## src/rtl/pmem_arb_pkg.sv

```systemverilog
// pmem_arb shared types: arbiter state, read-data owner tag,
// default memory geometry and starve counter width.
package pmem_arb_pkg;

  localparam int PMEM_DEPTH = 32768;
  localparam int PMEM_AW    = 15;
  localparam int STARVE_W   = 4;

  typedef enum logic {
    RUN  = 1'b0,
    LOCK = 1'b1
  } arb_state_e;

  typedef enum logic [1:0] {
    OWN_NONE  = 2'd0,
    OWN_FETCH = 2'd1,
    OWN_LD    = 2'd2
  } owner_e;

endpackage

```

## src/rtl/pmem_arb.sv

```systemverilog
// pmem_arb: single-port program memory arbiter, fetch vs loader.
// Fetch has priority; a starve counter forces a loader grant, and
// the loader can lock the port. _c0 ports: requests/grants and the
// memory command; _c1 ports: read data/valid/err one cycle later.
// Clock clk, synchronous active-low rst_n.
// Optional macro PMEM_ARB_STATS_EN adds output conflict_cnt[15:0].
module pmem_arb
  import pmem_arb_pkg::*;
#(
  parameter int DEPTH      = PMEM_DEPTH,
  parameter int AW         = PMEM_AW,
  parameter int STARVE_MAX = 4
) (
  input  logic          clk,
  input  logic          rst_n,
  input  logic          fetch_req_c0,
  input  logic [31:0]   fetch_addr_c0,
  output logic          fetch_gnt_c0,
  output logic          fetch_vld_c1,
  output logic [31:0]   fetch_instr_c1,
  input  logic          ld_req_c0,
  input  logic          ld_we_c0,
  input  logic          ld_lock_c0,
  input  logic [31:0]   ld_addr_c0,
  input  logic [31:0]   ld_wdata_c0,
  output logic          ld_gnt_c0,
  output logic          ld_vld_c1,
  output logic [31:0]   ld_rdata_c1,
  output logic          ld_err_c1,
  output logic          locked,
  output logic          mem_en_c0,
  output logic          mem_we_c0,
  output logic [AW-1:0] mem_addr_c0,
  output logic [31:0]   mem_wdata_c0,
  input  logic [31:0]   mem_rdata_c1
`ifdef PMEM_ARB_STATS_EN
  ,
  output logic [15:0]   conflict_cnt
`endif
);

  localparam logic [STARVE_W-1:0] STARVE_LIM =
    STARVE_W'(STARVE_MAX);
  localparam logic [32:0] LD_LIMIT = 33'(DEPTH) << 2;

  arb_state_e          state_q, state_d;
  logic [STARVE_W-1:0] starve_q, starve_d;
  owner_e              owner_q, owner_d;
  logic                err_q, err_d;
  logic [31:0]         instr_q, instr_d;
  logic [31:0]         rdata_q, rdata_d;

  logic ld_in_range;
  logic conflict;

  // fetch high bits are dropped on purpose: fetch wraps
  logic unused_bits;
  assign unused_bits = ^{fetch_addr_c0[31:AW+2],
                         fetch_addr_c0[1:0]};

  assign ld_in_range = {1'b0, ld_addr_c0} < LD_LIMIT;

  always_comb begin
    fetch_gnt_c0 = 1'b0;
    ld_gnt_c0    = 1'b0;
    conflict     = 1'b0;
    state_d      = state_q;
    starve_d     = starve_q;
    if (rst_n) begin
      unique case (state_q)
        RUN: begin
          if (fetch_req_c0 && ld_req_c0) begin
            conflict = 1'b1;
            if (starve_q == STARVE_LIM) ld_gnt_c0 = 1'b1;
            else fetch_gnt_c0 = 1'b1;
          end else if (fetch_req_c0) begin
            fetch_gnt_c0 = 1'b1;
          end else if (ld_req_c0) begin
            ld_gnt_c0 = 1'b1;
          end
          if (ld_gnt_c0 && ld_lock_c0) state_d = LOCK;
        end
        LOCK: begin
          // loader cannot lose arbitration here, even on
          // the cycle that releases the lock
          ld_gnt_c0 = ld_req_c0;
          if (!ld_lock_c0) state_d = RUN;
        end
        default: state_d = RUN;
      endcase
      if (!ld_req_c0 || ld_gnt_c0) starve_d = '0;
      else if (conflict) starve_d = starve_q + 1'b1;
    end
  end

  always_comb begin
    mem_en_c0    = fetch_gnt_c0 | (ld_gnt_c0 & ld_in_range);
    mem_we_c0    = ld_gnt_c0 & ld_we_c0 & ld_in_range;
    mem_addr_c0  = '0;
    mem_wdata_c0 = '0;
    unique case (1'b1)
      fetch_gnt_c0: mem_addr_c0 = fetch_addr_c0[AW+1:2];
      ld_gnt_c0:    mem_addr_c0 = ld_addr_c0[AW+1:2];
      default:      mem_addr_c0 = '0;
    endcase
    if (mem_we_c0) mem_wdata_c0 = ld_wdata_c0;
  end

  // owner tag steers next-cycle read data; writes and
  // out-of-range loader accesses own nothing
  always_comb begin
    owner_d = OWN_NONE;
    err_d   = ld_gnt_c0 & ~ld_in_range;
    unique case (1'b1)
      fetch_gnt_c0: owner_d = OWN_FETCH;
      ld_gnt_c0: begin
        if (ld_in_range && !ld_we_c0) owner_d = OWN_LD;
      end
      default: owner_d = OWN_NONE;
    endcase
  end

  always_comb begin
    instr_d = instr_q;
    rdata_d = rdata_q;
    if (owner_q == OWN_FETCH) instr_d = mem_rdata_c1;
    if (owner_q == OWN_LD)    rdata_d = mem_rdata_c1;
  end

  assign fetch_vld_c1   = (owner_q == OWN_FETCH);
  assign ld_vld_c1      = (owner_q == OWN_LD);
  assign fetch_instr_c1 = instr_d;
  assign ld_rdata_c1    = rdata_d;
  assign ld_err_c1      = err_q;
  assign locked         = (state_q == LOCK);

  always_ff @(posedge clk) begin
    if (!rst_n) begin
      state_q  <= RUN;
      starve_q <= '0;
      owner_q  <= OWN_NONE;
      err_q    <= 1'b0;
      instr_q  <= '0;
      rdata_q  <= '0;
    end else begin
      state_q  <= state_d;
      starve_q <= starve_d;
      owner_q  <= owner_d;
      err_q    <= err_d;
      instr_q  <= instr_d;
      rdata_q  <= rdata_d;
    end
  end

`ifdef PMEM_ARB_STATS_EN
  logic [15:0] conflict_q, conflict_d;

  always_comb begin
    conflict_d = conflict_q;
    if (conflict && conflict_q != 16'hFFFF)
      conflict_d = conflict_q + 16'd1;
  end

  always_ff @(posedge clk) begin
    if (!rst_n) conflict_q <= '0;
    else        conflict_q <= conflict_d;
  end

  assign conflict_cnt = conflict_q;
`endif

endmodule

```

## config.mk

```make
export PLATFORM = sky130hd
export DESIGN_NAME = pmem_arb
export DESIGN_NICKNAME = d
export VERILOG_FILES = /design/src/rtl/pmem_arb_pkg.sv /design/src/rtl/pmem_arb.sv
export SDC_FILE = /design/constraint.sdc
export NUM_CORES = 1
export LEC_CHECK = 0
export CAP_MARGIN = 25
export CORE_UTILIZATION = 25
export CTS_BUF_LIST = sky130_fd_sc_hd__clkbuf_4
export DETAILED_ROUTE_END_ITERATION = 16
export PLACE_DENSITY_LB_ADDON = 0.2
export SETUP_SLACK_MARGIN = 0.4
export SLEW_MARGIN = 20
export SYNTH_ARGS = -nofsm -noshare
export SYNTH_HDL_FRONTEND = slang
export SYNTH_SLANG_ARGS = --single-unit
```

## constraint.sdc

```tcl
create_clock -name clk -period 3.2 [get_ports clk]
set_input_delay 0.96 -clock clk [delete_from_list [all_inputs] [get_ports clk]]
set_output_delay 0.96 -clock clk [all_outputs]
set_load 0.1 [all_outputs]
```

==> metrics.txt <==
Post-synth EDFFs 0; vias per cell roughly 4.6; CP Cell Sequence buf_6, nor4_4, nand4_4, buf_6, buf_12, buf_16, nor3_4, buf_12; VDD IR max between 150 and 200 uV; syn_area_per_cell roughly 10 um^2; Reg2Reg Setup Slack between 1500 and 2000 ps; non-filler instance count after layout 797; CP Buf/Inv Count 5; CP max stage delay between 300 and 400 ps; residual DRC count 0; share of cells above drive strength 1 between 50 and 60%; global-route wire length before repair between 20000 and 25000 um; Area Growth Syn to Fin 144.2%; Netlist Area Pre-Place 3538 um^2; cells after synthesis between 300 and 400; Crit Path Category input port to primary output; PD cells roughly 290 nW/um^2; flops & latches, synth 72; hold_buf cts 0; Slew headroom 65.25%; CTS tree done; Total GRT Usage ~18%; total CTS buffers 9; largest net degree at the start of global routing 68; routed vias between 3000 and 4000; Final Skew about 11 ps; endpoints failing setup 28; Netlist cell types 33; register area share after synthesis between 40% and 50%; CP max-delay cell nor4_4; clock root buffer clkbuf_4; gr ovfl total 0; Ports between 200 and 300; Starting Density between 20% and 30%; Final Hold Violating Endpoints 0; Core Rows 43; H-tree depth 3; syn nets roughly 480; fin crit period between 3000 and 4000 ps; Setup crit start kind input port; highest clock rate 303.7 MHz; Clock Pin Slew Worst Setup and Hold Paths 110 ps; detailed-router iteration count before antenna repair 4; CTS Buffer Depth 2; post-synth top area share between 40% and 50%; WL final 13460 um; initial antenna violation count 0; post-synth top area cell dfxtp_1; vias in the first global route a little under 4000; Pwr Total about 2.5 mW; CP endpoint kind primary output; leak pwr 3.934 nW; Max Cap Viol 0; count leader, synth dfxtp_1; Pins Over Slew Limit 0; Final TNS setup -1247 ps; ys flop type dfxtp_1; placed insts 751; Hold/Removal Path Class register to register; cell family with most CP delay buffers and inverters; die height 121.0 um; Placed Area between 7000 and 8000 um^2; Layout Cell Area excl Fill about 8600 um^2; Diodes inserted 0; Period Utilization, post-route 102.9%; Placer Congestion ~0.76; crit path DAT between 2000 and 2500 ps; top cells by count, synth dfxtp_1 (72), and2_1 (65), mux2_1 (62); clock latency on the worst-skew pair roughly 400 ps; Critical Path RT between 2000 and 2500 ps; Initial DRC Count 110; Yosys warning count 0; status finished, violations left; fin nets ~750; largest cells by area after synthesis dfxtp_1 (41%), mux2_1 (20%), and2_1 (11%), nor3_2 (8.2%), a22o_1 (3.7%); failing checks setup timing; DIE AREA about 15000 um^2; Core Footprint 13830 um^2; slew at the pin closest to its max-slew limit roughly 520 ps; critical path peak fanout 6; IO buf count between 200 and 250; Num Clock Sinks between 70 and 80; Die Wd 121.0 um; Hold Slack 444.8 ps; post-DP HPWL between 9000 and 10000 um; routed len/inst approximately 17 um; antenna-violating nets left 0; asr flop ratio synth 0%; unrepaired setup endpoints after global routing true; Final Worst Setup Slack -92.31 ps
[final cells by class]
class | instances | area (um^2)
timing repair buffer | 280 | 4184
clock buffer | 10 | 75.07
sequential | 72 | 1446
inverter | 8 | 37.54
timing repair inverter | 2 | 22.52
clock inverter | 5 | 48.80
fill | 1072 | 5185
multi-input combinational | 240 | 2603
tap | 180 | 225.2
[worst paths after layout]
kind,to,start,depth (start not counted)
setup / recovery,mem_wdata_c0[2],ld_addr_c0[25],8
hold / removal,starve_q[0],starve_q[0],1
setup reg to reg,instr_q[23],owner_q[0],5
hold reg to reg,starve_q[0],starve_q[0],1
[stage by stage]
stage / util (%) / worst slack, ps
after detailed placement: 56.14 / -324.6
after floorplan: - / -336.8
after global placement: 56.14 / -281.7
after CTS: 60.99 / -125.1
after global routing: 62.50 / -150.5
final: 62.50 / -92.31
[state kept, by name, indices dropped and copies added (netlist names)]
signal     flops
instr_q       32
rdata_q       32
starve_q       4
owner_q        2
ld_err_c1      1
locked         1
[power breakdown]
group	leakage (nW)	switching, mW	internal, mW	total, mW
Clock	0.0650	0.312	0.236	0.548
Combinational	3.28	0.575	0.440	1.01
Sequential	0.586	0.00752	0.919	0.926
[cells by family after synthesis]
family / after synthesis / share of synthesized area [%]
compound gates: 23 / 5.410
xor+xnor: 1 / 0.2476
fa+ha+maj: 2 / 0.7071
buf+inv: 37 / 5.198
flops: 72 / 40.74
mux: 64 / 20.37
simple gates: 149 / 27.33
[per-layer routing]
layer | GRT usage (%) | wire, um | vias up
met5 | 0 | 0 | -
met4 | 5.247 | 227 | 0
met3 | 5.592 | 953 | 16
met2 | 33.54 | 7364 | 144
met1 | 18.85 | 4914 | 1744
li1 | - | - | 1727
[what timing repair did]
action / CTS / global route
resized for setup: 210 / 33
cloned: 11 / 5
pin swaps: 25 / 18
setup endpoints to repair: 115 / 70
buffers inserted: 14 / 1
endpoints found under the hold margin: 0 / 0
[placed cells by master (no fill, tap or decap), types with 2 or more instances in the layout]
cell             count
buf_4               17
buf_2                7
buf_6               15
clkdlybuf4s50_1     63
clkbuf_16            4
mux2_2               4
dlygate4sd2_1       32
inv_1                6
nand2_1             33
nor3_4              33
nand3_1              2
dfxtp_1             68
mux2_4              57
clkdlybuf4s15_1      4
a22o_4              15
nor4_4               3
nor2_1               3
clkinv_1             3
dfxtp_2              4
a21oi_1              2
buf_12             127
mux2_1               3
buf_16               8
and2_1              65
a21o_4               2
nor3_2               2
clkbuf_4            10
Note: power is estimated with default switching activity, not from simulation.
